`src/rtl/squareroot_ahsqr_k10.sv`:
```
// Approximate hybrid integer square root (k=10): exact root of R[15:10],
// shift-based linear approximation of the low 10 bits, one registered stage.
module squareroot_ahsqr_k10 (
    input  logic        clk,
    input  logic        rst,
    input  logic        in_valid,
    input  logic [15:0] R,
    output logic [7:0]  final_op,
    output logic        out_valid
);

    logic [5:0]  h;
    logic [9:0]  l;
    logic [2:0]  qh;
    logic [3:0]  rem_h;
    logic [4:0]  ql;
    logic [14:0] x;
    logic [14:0] a_full;
    logic [4:0]  a_sat;
    logic [7:0]  result;

    assign h = R[15:10];
    assign l = R[9:0];

    // Restoring square root of the 6-bit high part; remainder stays <= 2*qh.
    always_comb begin
        logic [5:0] r;
        logic [5:0] t;
        logic [2:0] q;
        r = '0;
        t = '0;
        q = '0;
        for (int i = 2; i >= 0; i--) begin
            r = {r[3:0], h[2*i +: 2]};
            t = {1'b0, q, 2'b01};
            if (r >= t) begin
                r = r - t;
                q = {q[1:0], 1'b1};
            end else begin
                q = {q[1:0], 1'b0};
            end
        end
        qh    = q;
        rem_h = r[3:0];
    end

    // Exact root of the low 10 bits, used only when the high part is zero.
    always_comb begin
        logic [7:0] r;
        logic [7:0] t;
        logic [4:0] q;
        r = '0;
        t = '0;
        q = '0;
        for (int i = 4; i >= 0; i--) begin
            r = {r[5:0], l[2*i +: 2]};
            t = {1'b0, q, 2'b01};
            if (r >= t) begin
                r = r - t;
                q = {q[3:0], 1'b1};
            end else begin
                q = {q[3:0], 1'b0};
            end
        end
        ql = q;
    end

    // The shift tracks the leading-one position of qh so the slope scales with the root.
    always_comb begin
        x = {1'b0, rem_h, l};
        if (qh[2])
            a_full = x >> 8;
        else if (qh[1])
            a_full = x >> 7;
        else
            a_full = x >> 6;
        a_sat = (a_full > 15'd31) ? 5'd31 : a_full[4:0];
        if (h == 6'd0)
            result = {3'b000, ql};
        else
            result = {qh, a_sat};
    end

    always_ff @(posedge clk) begin
        if (rst) begin
            final_op  <= 8'd0;
            out_valid <= 1'b0;
        end else begin
            out_valid <= in_valid;
            if (in_valid)
                final_op <= result;
        end
    end

endmodule

```
`config.mk`:
```
export PLATFORM = sky130hd
export DESIGN_NAME = squareroot_ahsqr_k10
export DESIGN_NICKNAME = d
export VERILOG_FILES = /design/src/rtl/squareroot_ahsqr_k10.sv
export SDC_FILE = /design/constraint.sdc
export NUM_CORES = 1
export LEC_CHECK = 0
export ABC_AREA = 1
export BUFFER_PORTS_ARGS = -buffer_cell sky130_fd_sc_hd__buf_4
export CORE_MARGIN = 1
export CORE_UTILIZATION = 33
export DETAILED_ROUTE_END_ITERATION = 16
export PLACE_DENSITY_LB_ADDON = 0.2
export SETUP_SLACK_MARGIN = 0.4
export SYNTH_ARGS = -nofsm -noshare
export SYNTH_HDL_FRONTEND = slang
export SYNTH_SLANG_ARGS = --single-unit
```
`constraint.sdc`:
```
create_clock -name clk -period 4.92 [get_ports clk]
set_clock_uncertainty 0.05 [all_clocks]
set_input_delay 0.984 -clock clk [delete_from_list [all_inputs] [get_ports clk]]
set_output_delay 0.984 -clock clk [all_outputs]
set_load 0.05 [all_outputs]
```
After elaboration in Yosys (flattened, before gate mapping)
Index checks and enable logic that the tools add are counted.
{"block": "word_totals", "wordCells": 38, "register_bits": 9}
{"block": "classes", "reduce_logical": 1, "mux": 19, "add_sub_neg": 7, "order_cmp": 9}
{"cell": "6-bit two-way mux", "n": 4}
{"cell": "8-bit two-way mux", "n": 3}
{"cell": "15-bit by 5-bit greater-than comparator with 1-bit output, second input constant", "n": 1}
{"cell": "4-bit two-way mux", "n": 3}
{"cell": "8-bit by 3-bit >= comparator with 1-bit output", "n": 1}
{"cell": "8-bit by 4-bit >= comparator with 1-bit output", "n": 1}
{"cell": "8-bit by 5-bit >= comparator with 1-bit output", "n": 1}
{"cell": "8-bit by 6-bit >= comparator with 1-bit output", "n": 1}
{"cell": "1-bit two-way mux", "n": 8}
{"cell": "6-bit by 3-bit >= comparator with 1-bit output", "n": 1}
{"cell": "6-bit by 4-bit >= comparator with 1-bit output", "n": 1}
{"cell": "6-bit zero test", "n": 1}
{"cell": "2-bit by 1-bit subtractor with 3-bit output, second input constant", "n": 2}
{"cell": "6-bit by 3-bit subtractor with 6-bit output", "n": 1}
{"cell": "6-bit by 4-bit subtractor with 6-bit output", "n": 1}
{"cell": "6-bit by 5-bit subtractor with 6-bit output", "n": 1}
{"cell": "5-bit two-way mux", "n": 1}
{"cell": "2-bit by 1-bit >= comparator with 1-bit output, second input constant", "n": 2}
{"cell": "4-bit by 3-bit subtractor with 4-bit output", "n": 1}
{"cell": "4-bit subtractor", "n": 1}

Longest topological paths before layout
{"block": "logic_depth", "ltp_word": 11, "mapped_depth": 34, "ltp_nobuf": 34}

Worst setup path before layout
No wires, ideal clock.
{"block": "synth_path", "kind": "input port to flip-flop", "startpoint": "input R[6]", "endpoint": "register final_op[0]", "t_required_ns": 4.741, "path_buffers": 0, "path_slack_ns": 0.072, "cell_stages": 28, "arrival_ns": 4.669, "cell_sequence": "inv_1 > ha_1 > nor2_8 > nor2_8 > o21ai_0 > ha_1 > nand2_1 > o21ai_0 > inv_1 > nand2_1 > inv_1 > nand2_4 > inv_1 > o21ai_0 > ha_1 > a21oi_1 > nand3_1 > nand2_1 > nand2_2 > o21ai_0 > inv_1 > ha_1 > a211oi_1 > o21ai_1 > a21oi_1 > nand2_1 > nand2_1 > a21oi_2"}
{"block": "synth_between", "elab_chain_len": 9, "word_cells_on_any_way": 19}
{"element": "start: declaration", "line": "7", "text": "input logic [15:0] R,"}
{"element": "8-bit by 3-bit >= comparator with 1-bit output or 6-bit by 3-bit subtractor with 6-bit output (tied branches)", "line": "58, 59"}
{"element": "6-bit two-way mux or 1-bit two-way mux (tied branches)", "line": "58", "text": "if (r >= t) begin"}
{"element": "8-bit by 4-bit >= comparator with 1-bit output or 6-bit by 4-bit subtractor with 6-bit output (tied branches)", "line": "58, 59"}
{"element": "6-bit two-way mux or 1-bit two-way mux (tied branches)", "line": "58"}
{"element": "8-bit by 5-bit >= comparator with 1-bit output or 6-bit by 5-bit subtractor with 6-bit output (tied branches)", "line": "58, 59"}
{"element": "6-bit two-way mux or 1-bit two-way mux (tied branches)", "line": "58"}
{"element": "8-bit by 6-bit >= comparator with 1-bit output", "line": "58"}
{"element": "1-bit two-way mux", "line": "58"}
{"element": "8-bit two-way mux *", "line": "78", "text": "if (h == 6'd0)"}
{"element": "end signal: assignment", "line": "91", "text": "final_op <= result;"}
{"element": "end: declaration", "line": "8", "text": "output logic [7:0] final_op,"}
Mark *: on every way between the ends. The rest lies on a longest branch, timed or not.
A chain may end at the register's enable or synchronous reset.

Worst setup path after layout
Same ends and word-level chain as after synthesis.

==> impl_metrics.yaml <==
yosys:
  seq_area_frac_synth: 0.1158
  synth_area_mm2: 0.001555
  yosys-top-cells-area: "ha_1 18%, nand2_1 16%, dfxtp_1 12%"
  ys.flop_type: "dfxtp_1"
  yosys.area.top_type_share: 0.1770
  yosysMostFrequentCell: "nand2_1"
  syn_area_per_cell_um2: 6.322
  synth_top_cell_by_area: "ha_1"
  ys_types: 29
  synth-seq-cells: 9
  synth_edf_count: 0
  syn-num-nets: 287
  synth_common_cells: "67 x nand2_1, 31 x inv_1, 22 x ha_1"
  synthArstFlopShare: 0
  syn_inst: 246
  synth_warnings: 0
cts:
  clk_pin_slew_worst_paths_ps: 50
  clk_latency_ps: 230
  cts-root-buf: "clkbuf_8"
  cts_hold_buffers: 0
  clock_sinks: 9
  cts_tree: "done"
  clockBufferDepth: 2
  cts_htree_levels: 1
  numCtsBuffers: 3
run_status:
  violations: "DRC"
  outcome: "complete, but fails checks"
final_layout:
  diodes: 0
  fin_nets: 333
  drive_gt1_frac: 0.3162
  syn2layout_area_growth_pct: 37.41
min_path:
  hold_path_end: "final_op[6]"
  hold_depth: 2
  hold_start: "final_op[6]"
  hold_class: "flop to flop"
detailed_routing:
  drt_iter0_drc: 85
  wl_um: 3910
  dr.pass1.iters: 10
  wl_per_cell_um: 11.40
  ant_nets: 0
  viasPerCell: 4.843
  vias: 1661
  drc_errors: 4
power_and_ir_drop:
  power_frac_seq: 0.156
  power_density_mw_per_mm2: 255.6
  power_uw: 546.3
  power_switching_uw: 246.7
  ir_worst_vdd_v: 0.00009417
  comb_power_share: 0.690
  p_clk_frac: 0.154
  p_leak_nw: 1.079
  switching_share: 0.4516
  intPower_uw: 299.6
floorplan:
  core_area_mm2: 0.004444
  die_h_um: 70.65
  dieWidth_um: 70.65
  ioPinCount: 28
  placementRows: 24
  start_util: 0.3499
  dieArea_mm2: 0.004991
setup_path:
  cpPeakStageDelay_ps: 280
  end_kind: "flop"
  r2r-end: "final_op[2]"
  crit_path_max_fanout: 7
  worstPathRequired_ps: 4990
  critical_path.most_common_cell: "nand2_1"
  cp.arrival_ps: 4420
  crit_type: "input port to flop"
  r2r_start: "final_op[2]"
  start_kind: "input port"
  reg2reg_depth: 2
  crit_slowest_cell: "ha_4"
  r2r_slack_ps: 4180
sta:
  fmax_mhz: 230.1
  slew_violations: 0
  period_minus_slack_ps: 4345
  hold_viol: 0
  setup_ws_ps: 574.8
  rsz0062_at_grt: "false"
  finalCritPeriodShare: 0.8832
  holdWs_ps: 413.3
  max_slew_margin: 0.6385
  finalSetupViolCount: 0
  tightest_slew_ps: 540.3
grt:
  grt_pass1_wl_um: 6486
  grt_overflow: 0
  antenna_found_initial: 0
  grt.total_usage: 0.1551
  grt_pass1_vias: 1506
  grt_max_degree: 14
placement:
  place.gp.congestion: 0.8557
  dp_hpwl_um: 3025
  pre_cts_ws_ps: -16.45
  port_buffers: 27
job:
  drv_cap: 0
what timing repair did:
item	4_1_cts	5_1_grt
gates resized for setup	3	23
pin swaps	3	15
gates cloned	0	0
buffers inserted	1	10
setup endpoints to repair	1	1
worst max-delay path: cells and delay by family:
family	cells	cell delay [ps]
simple gates	12	950
compound gates	9	1070
fa+ha+maj	4	910
buf+inv	6	510
metrics by stage:
step | cells | TNS [ps] | utilization | instance area (um^2)
floorplan | 246 | 0 | - | 1584
global placement | 328 | 0 | 0.4243 | 1886
detailed placement | 328 | -16.45 | 0.4243 | 1886
CTS | 333 | 0 | 0.4406 | 1958
global route | 343 | 0 | 0.4809 | 2137
finish | 343 | 0 | 0.4809 | 2137
worst max-delay path by stage:
stage | cells after the start | slack (ps) | to | start
2_1_floorplan | 32 | 400 | final_op[0] | R[6]
3_3_place_gp | 34 | 40 | final_op[0] | R[7]
3_5_place_dp | 34 | -20 | final_op[0] | R[7]
4_1_cts | 34 | 400 | final_op[0] | R[7]
5_1_grt | 33 | 340 | final_op[0] | R[6]
6_report | 31 | 570 | final_op[0] | R[6]
cell usage in the layout, fill, tap and decap left out, types with 3 or more instances in the layout:
cell	count
xor2_1	6
inv_1	25
nor2_1	11
nand2_1	62
a21oi_2	4
dfxtp_1	9
buf_4	44
inv_2	4
o21ai_1	7
ha_1	14
nand3_1	14
nor2_8	3
o21ai_0	15
o211ai_1	3
nand2_2	9
o21ai_2	3
nand2_4	5
a21oi_1	14
ha_4	6
nand3b_1	4
a31oi_1	3
clkbuf_8	3
logic make-up (layout without fill, tap and decap cells):
group | Yosys count | count (layout) | share of synthesized area
AO/OA/AOI/OAI | 55 | 55 | 0.2019
flip-flops | 9 | 9 | 0.1158
AND/OR/NAND/NOR | 114 | 114 | 0.3620
adder cells (fa/ha/maj) | 22 | 22 | 0.1770
buffers and inverters | 38 | 83 | 0.09815
XOR/XNOR | 8 | 8 | 0.04505
flip-flops by register name, summed over array words and instances, names as in the netlist:
register	flops
final_op	8
out_valid	1
power groups by stage:
| stage | Sequential [mW] | Clock, mW | Combinational, mW |
|---|---|---|---|
| after detailed placement | 0.0862 | 0 | 0.315 |
| after CTS | 0.0850 | 0.0861 | 0.325 |
| after global placement | 0.0860 | 0 | 0.315 |
| final | 0.0850 | 0.0841 | 0.377 |
| after floorplan | 0.111 | 0 | 0.205 |
| after global routing | 0.0859 | 0.0919 | 0.418 |
per-layer routing:
metal	global-route usage	wire length [um]	vias up
met5	0	0	-
met4	0.02667	0	0
met3	0.01852	119	0
met2	0.2643	1873	25
met1	0.2134	1917	734
li1	-	-	902
area by class of cell:
type | instances | area [um^2]
Fill cell | 464 | 2307
Multi-Input combinational cell | 199 | 1358
Timing Repair Buffer | 46 | 356.6
Sequential cell | 9 | 180.2
Inverter | 33 | 132.6
Tap cell | 52 | 65.06
Clock buffer | 4 | 45.04
Power figures use the tool's default switching activity.
